## src/rtl/fifo_byte_packer_pkg.sv

```systemverilog
// Shared constants and helpers for the FIFO byte packer slice.
package fifo_byte_packer_pkg;

   localparam int DEF_DATA_WIDTH = 8;

   // Width of a 0..N inclusive counter; matches the FIFO's fifo_cnt.
   function automatic int cnt_width(input int n);
      return $clog2(n) + 1;
   endfunction

endpackage

```

## src/rtl/fifo_byte_packer_outreg.sv

```systemverilog
// Output holding register with valid/ready load and accept logic.
module fifo_byte_packer_outreg #(
   parameter int W = 32
) (
   input  logic         clk,
   input  logic         rst,
   input  logic         load_i,
   input  logic [W-1:0] data_i,
   input  logic         ready_i,
   output logic         valid_o,
   output logic [W-1:0] data_o,
   output logic         free_o
);

   logic         valid_q, valid_d;
   logic [W-1:0] data_q, data_d;

   always_comb begin
      valid_d = valid_q;
      data_d  = data_q;
      if (load_i) begin
         valid_d = 1'b1;
         data_d  = data_i;
      end else if (ready_i) begin
         valid_d = 1'b0;
      end
   end

   always_ff @(posedge clk or posedge rst) begin
      if (rst) begin
         valid_q <= 1'b0;
         data_q  <= '0;
      end else begin
         valid_q <= valid_d;
         data_q  <= data_d;
      end
   end

   assign valid_o = valid_q;
   assign data_o  = data_q;
   assign free_o  = !valid_q || ready_i;

endmodule

```

## src/rtl/fifo_byte_packer.sv

```systemverilog
// Drains bytes from the sync FIFO and packs PACK_NUM of them per output word.
module fifo_byte_packer
   import fifo_byte_packer_pkg::*;
#(
   parameter int  DATA_WIDTH = DEF_DATA_WIDTH,
   parameter int  PACK_NUM   = 4,
   localparam int OUT_WIDTH  = DATA_WIDTH * PACK_NUM,
   localparam int CW         = cnt_width(PACK_NUM)
) (
   input  logic                  clk,
   input  logic                  rst,
   input  logic                  fifo_empty,
   output logic                  fifo_rd_en,
   input  logic [DATA_WIDTH-1:0] fifo_rd_data,
   input  logic                  flush,
   output logic [OUT_WIDTH-1:0]  m_data,
   output logic                  m_valid,
   input  logic                  m_ready,
   output logic [CW-1:0]         asm_cnt
);

   if (PACK_NUM < 2) begin : g_bad_pack
      $error("PACK_NUM must be at least 2");
   end

   localparam logic [CW-1:0] FULL = CW'(PACK_NUM);

   logic                 rd_pending_q;
   logic [CW-1:0]        asm_cnt_q, asm_cnt_d;
   logic [OUT_WIDTH-1:0] asm_q, asm_d;
   logic [CW-1:0]        eff_cnt;
   logic                 out_free;
   logic                 xfer;

   assign xfer    = (asm_cnt_q == FULL) && out_free && !flush;
   assign eff_cnt = xfer ? '0 : asm_cnt_q;

   // Reserve a slot for the byte already in flight before asking for another.
   assign fifo_rd_en = !fifo_empty && !flush && !rst &&
      ((int'(eff_cnt) + int'(rd_pending_q)) < PACK_NUM);

   always_comb begin
      asm_d = asm_q;
      if (rd_pending_q && !flush) begin
         for (int i = 0; i < PACK_NUM; i++) begin
            if (asm_cnt_q == CW'(i)) begin
               asm_d[i*DATA_WIDTH +: DATA_WIDTH] = fifo_rd_data;
            end
         end
      end
   end

   always_comb begin
      asm_cnt_d = asm_cnt_q + CW'(rd_pending_q);
      if (flush || xfer) begin
         asm_cnt_d = '0;
      end
   end

   always_ff @(posedge clk or posedge rst) begin
      if (rst) begin
         rd_pending_q <= 1'b0;
         asm_cnt_q    <= '0;
         asm_q        <= '0;
      end else begin
         rd_pending_q <= fifo_rd_en;
         asm_cnt_q    <= asm_cnt_d;
         asm_q        <= asm_d;
      end
   end

   fifo_byte_packer_outreg #(
      .W(OUT_WIDTH)
   ) u_outreg (
      .clk    (clk),
      .rst    (rst),
      .load_i (xfer),
      .data_i (asm_q),
      .ready_i(m_ready),
      .valid_o(m_valid),
      .data_o (m_data),
      .free_o (out_free)
   );

   assign asm_cnt = asm_cnt_q;

endmodule
```

## config.mk

```make
export PLATFORM = sky130hd
export DESIGN_NAME = fifo_byte_packer
export DESIGN_NICKNAME = d
export VERILOG_FILES = /design/src/rtl/fifo_byte_packer_pkg.sv /design/src/rtl/fifo_byte_packer_outreg.sv /design/src/rtl/fifo_byte_packer.sv
export SDC_FILE = /design/constraint.sdc
export NUM_CORES = 1
export LEC_CHECK = 0
export ABC_CLOCK_PERIOD_IN_PS = 2900
export CAP_MARGIN = 10
export CORE_MARGIN = 2
export CORE_UTILIZATION = 51
export DETAILED_ROUTE_END_ITERATION = 8
export PLACE_DENSITY = 0.78
export SETUP_SLACK_MARGIN = 0.5
export SYNTH_ARGS = -nofsm -noshare
export SYNTH_HDL_FRONTEND = slang
export SYNTH_SLANG_ARGS = --single-unit
```

## constraint.sdc

```tcl
create_clock -name clk -period 2.9 [get_ports clk]
set_input_delay 0.435 -clock clk [delete_from_list [all_inputs] [get_ports clk]]
set_output_delay 0.435 -clock clk [all_outputs]
set_load 0.05 [all_outputs]
```

==> impl_results.md <==
* Clk buf depth at 2
* Max VDD drop at 359.4 uV
* Row cnt at 26
* Fmax at 0.4444 GHz
* Final Setup Violations at 0
* Worst skew pair latency at 0.34 ns
* Layout Cells excl Fill at 289
* Crit path kind: in2out
* Global-route wire length before repair at 8.252 mm
* Initial core utilization at 52.64%
* Avg Cell Area, Syn at 17.12 um^2
* Status: completed
* Die Wd at 76.38 um
* Cts hold-fix bufs at 0
* First drt pass iteration count at 4
* Sink Count at 69
* Detail Placement HPWL at 3.256 mm
* Compound-gate portion of the synthesized area at 0.8899%
* Die area at 5833 um^2
* Sequential share of the synthesized area at 64.64%
* Post-DP Area at 3261 um^2
* DRT antenna net count at 0
* Vias per cell at 5.118
* Highest-delay cell along the critical path: clkdlybuf4s50_1
* Vias post-DR at 1,479
* PnR Total Power at 1.898 mW
* Dpl ws at 0.6137 ns
* Startpoint Class: input port
* Crit path max fanout at 4
* Fin crit share at 77.60%
* Worst setup margin at 0.6497 ns
* Syn nets at 171
* CTS tree: yes
* Hold Fails Final Rpt at 0
* Mapped Area at 2671 um^2
* DIE HEIGHT at 76.38 um
* Gr usage total at 18.75%
* Critical Path, Cell by Cell: clkdlybuf4s50_1 -> nand4b_4 -> a2111oi_4 -> buf_12
* Total negative slack at 0 ns
* Adder-cell share of the synthesized area at 0.9368%
* Num CTS Buffers at 9
* Minimum clock period at 2.250 ns
* Top cell type's share of synthesized area at 64.64%
* Crit-path max cell delay at 0.54 ns
* Worst Setup End Kind: output pin
* Post-synth ARST share at 100.0%
* MaxCap Viol Count at 0
* Unrepaired setup endpoints after global routing: false
* Placed Cells at 273
* # diodes at 0
* Leakage power at 1.690 nW
* Residual overflow from global routing at 0
* Crit path DAT at 1.82 ns
* Required time of the critical path at 2.47 ns
* Power per Cell Area at 549.8 nW/um^2
* Area leader, netlist: dfrtp_1
* Worst hold path class: in2async
* Synth Area in Simple Gates at 4.403%
* Largest net degree at the start of global routing at 63
* Gpl congestion at 0.8187
* Most used DFF post-synth: dfrtp_1
* Final slew viol count at 0
* Final core utilization at 68.02%
* # resized after CTS at 0
* Most frequent cells after synthesis: 69 x dfrtp_1, 64 x mux2_2, 4 x buf_6
* Mapped Cells at 156
* Top-count cell post-synth: dfrtp_1
* XOR/XNOR Fraction of Synth Area at 0.3279%
* Vias in the first global route at 1,700
* Rel. slew slack at 65.98%
* Largest cells by area after synthesis: dfrtp_1 65%, mux2_2 27%, buf_6 1.7%
* Mux cell area share after synthesis at 26.98%
* Clk Tree Root Cell: clkbuf_8
* Setup Fix Bufs, Post-CTS at 0
* Measured slew at the worst slew-check pin at 0.5088 ns
* 1st-iter DRT viols at 71
* Drt wl/cell at 16.55 um
* Post-synthesis sequential element count at 69
* Clock transition at the registers of the reported paths at 0.07 ns
* I/O pin cnt at 50
* Worst hold slack at 0.4013 ns
* Fin area at 3452 um^2
* P&R area growth vs syn at 29.23%
* Core ar. at 5075 um^2
* Largest family of logic cells by synthesized area: multiplexers
* # DRC at 0
* Yosys cell types at 18
* Layout cells sized above 1 at 41.55%
* EDFF count, synth at 0
* Final wirelength at 4.784 mm
* Setup Skew at 0.007592 ns
* Port buffer count at 49
* H-tree levels at 3
* Final nets at 229
* Antenna violations before repair at 0
* Synthesis warning total at 0
==> registers in the layout (all words and copies together) (netlist names) <==
register,cells
u_outreg.valid_o,1
u_outreg.data_o,32
asm_q,32
rd_pending_q,1
asm_cnt,3
==> power breakdown <==
| part | internal [mW] | total [mW] | switching [mW] | leakage, nW |
|---|---|---|---|---|
| Sequential | 1.01 | 1.03 | 0.0243 | 0.943 |
| Combinational | 0.0616 | 0.114 | 0.0526 | 0.644 |
| Clock | 0.415 | 0.749 | 0.334 | 0.103 |
==> layout by cell type (no fill, tap or decap), drive strengths merged <==
| master | Yosys | layout |
|---|---|---|
| a2111oi | 1 | 1 |
| a31o | 1 | 1 |
| a31oi | 1 | 1 |
| and2 | 3 | 3 |
| and3 | 1 | 1 |
| buf | 4 | 3 |
| bufinv | 0 | 1 |
| clkbuf | 0 | 11 |
| clkdlybuf4s50 | 0 | 48 |
| clkinv | 0 | 4 |
| dfrtp | 69 | 69 |
| ha | 2 | 2 |
| inv | 1 | 1 |
| mux2 | 64 | 64 |
| nand2 | 2 | 2 |
| nand2b | 1 | 1 |
| nand3b | 2 | 2 |
| nand4b | 1 | 1 |
| nor2 | 1 | 1 |
| nor3b | 1 | 1 |
| xor2 | 1 | 1 |
==> critical path, delay by kind of cell <==
family / cells / cell delay, ns
simple gates: 1 / 0.25
buf+inv: 2 / 0.73
compound gates: 1 / 0.41
==> cell families (layout without fill, tap and decap cells) <==
group	count (synthesis)	after routing
flip-flops	69	69
adder cells (fa/ha/maj)	2	2
buffers and inverters	5	68
AND/OR/NAND/NOR	12	12
XOR/XNOR	1	1
multiplexers	64	64
AO/OA/AOI/OAI	3	3
==> layer usage <==
| metal | wire length [um] | GRT usage (%) | up-vias |
|---|---|---|---|
| met5 | 0 | 0 | - |
| met4 | 148 | 11.64 | 0 |
| met3 | 229 | 4.147 | 11 |
| met2 | 2388 | 30.53 | 49 |
| met1 | 2018 | 22.80 | 740 |
| li1 | - | - | 679 |
==> path summary, 6_finish.rpt <==
| check | start | endpoint | slack [ns] | depth (start not counted) |
|---|---|---|---|---|
| max reg2reg | asm_cnt[2] | asm_q[28] | 1.15 | 3 |
| max in group asynchronous | rst | asm_q[10] | 1.94 | 3 |
| min in group clk | u_outreg.data_o[23] | u_outreg.data_o[23] | 0.50 | 1 |
| min | rst | asm_cnt[2] | 0.40 | 2 |
| max | flush | fifo_rd_en | 0.65 | 4 |
| min reg2reg | u_outreg.data_o[23] | u_outreg.data_o[23] | 0.50 | 1 |
==> layout make-up <==
cell class                      count  area, um^2
Inverter                            1       3.754
Clock inverter                      5       50.05
Tap cell                           70       87.58
Clock buffer                       11       141.4
Sequential cell                    69        1727
Fill cell                         375        1623
Timing Repair Buffer               51       528.0
Multi-Input combinational cell     82       914.6
Power figures use the tool's default switching activity.
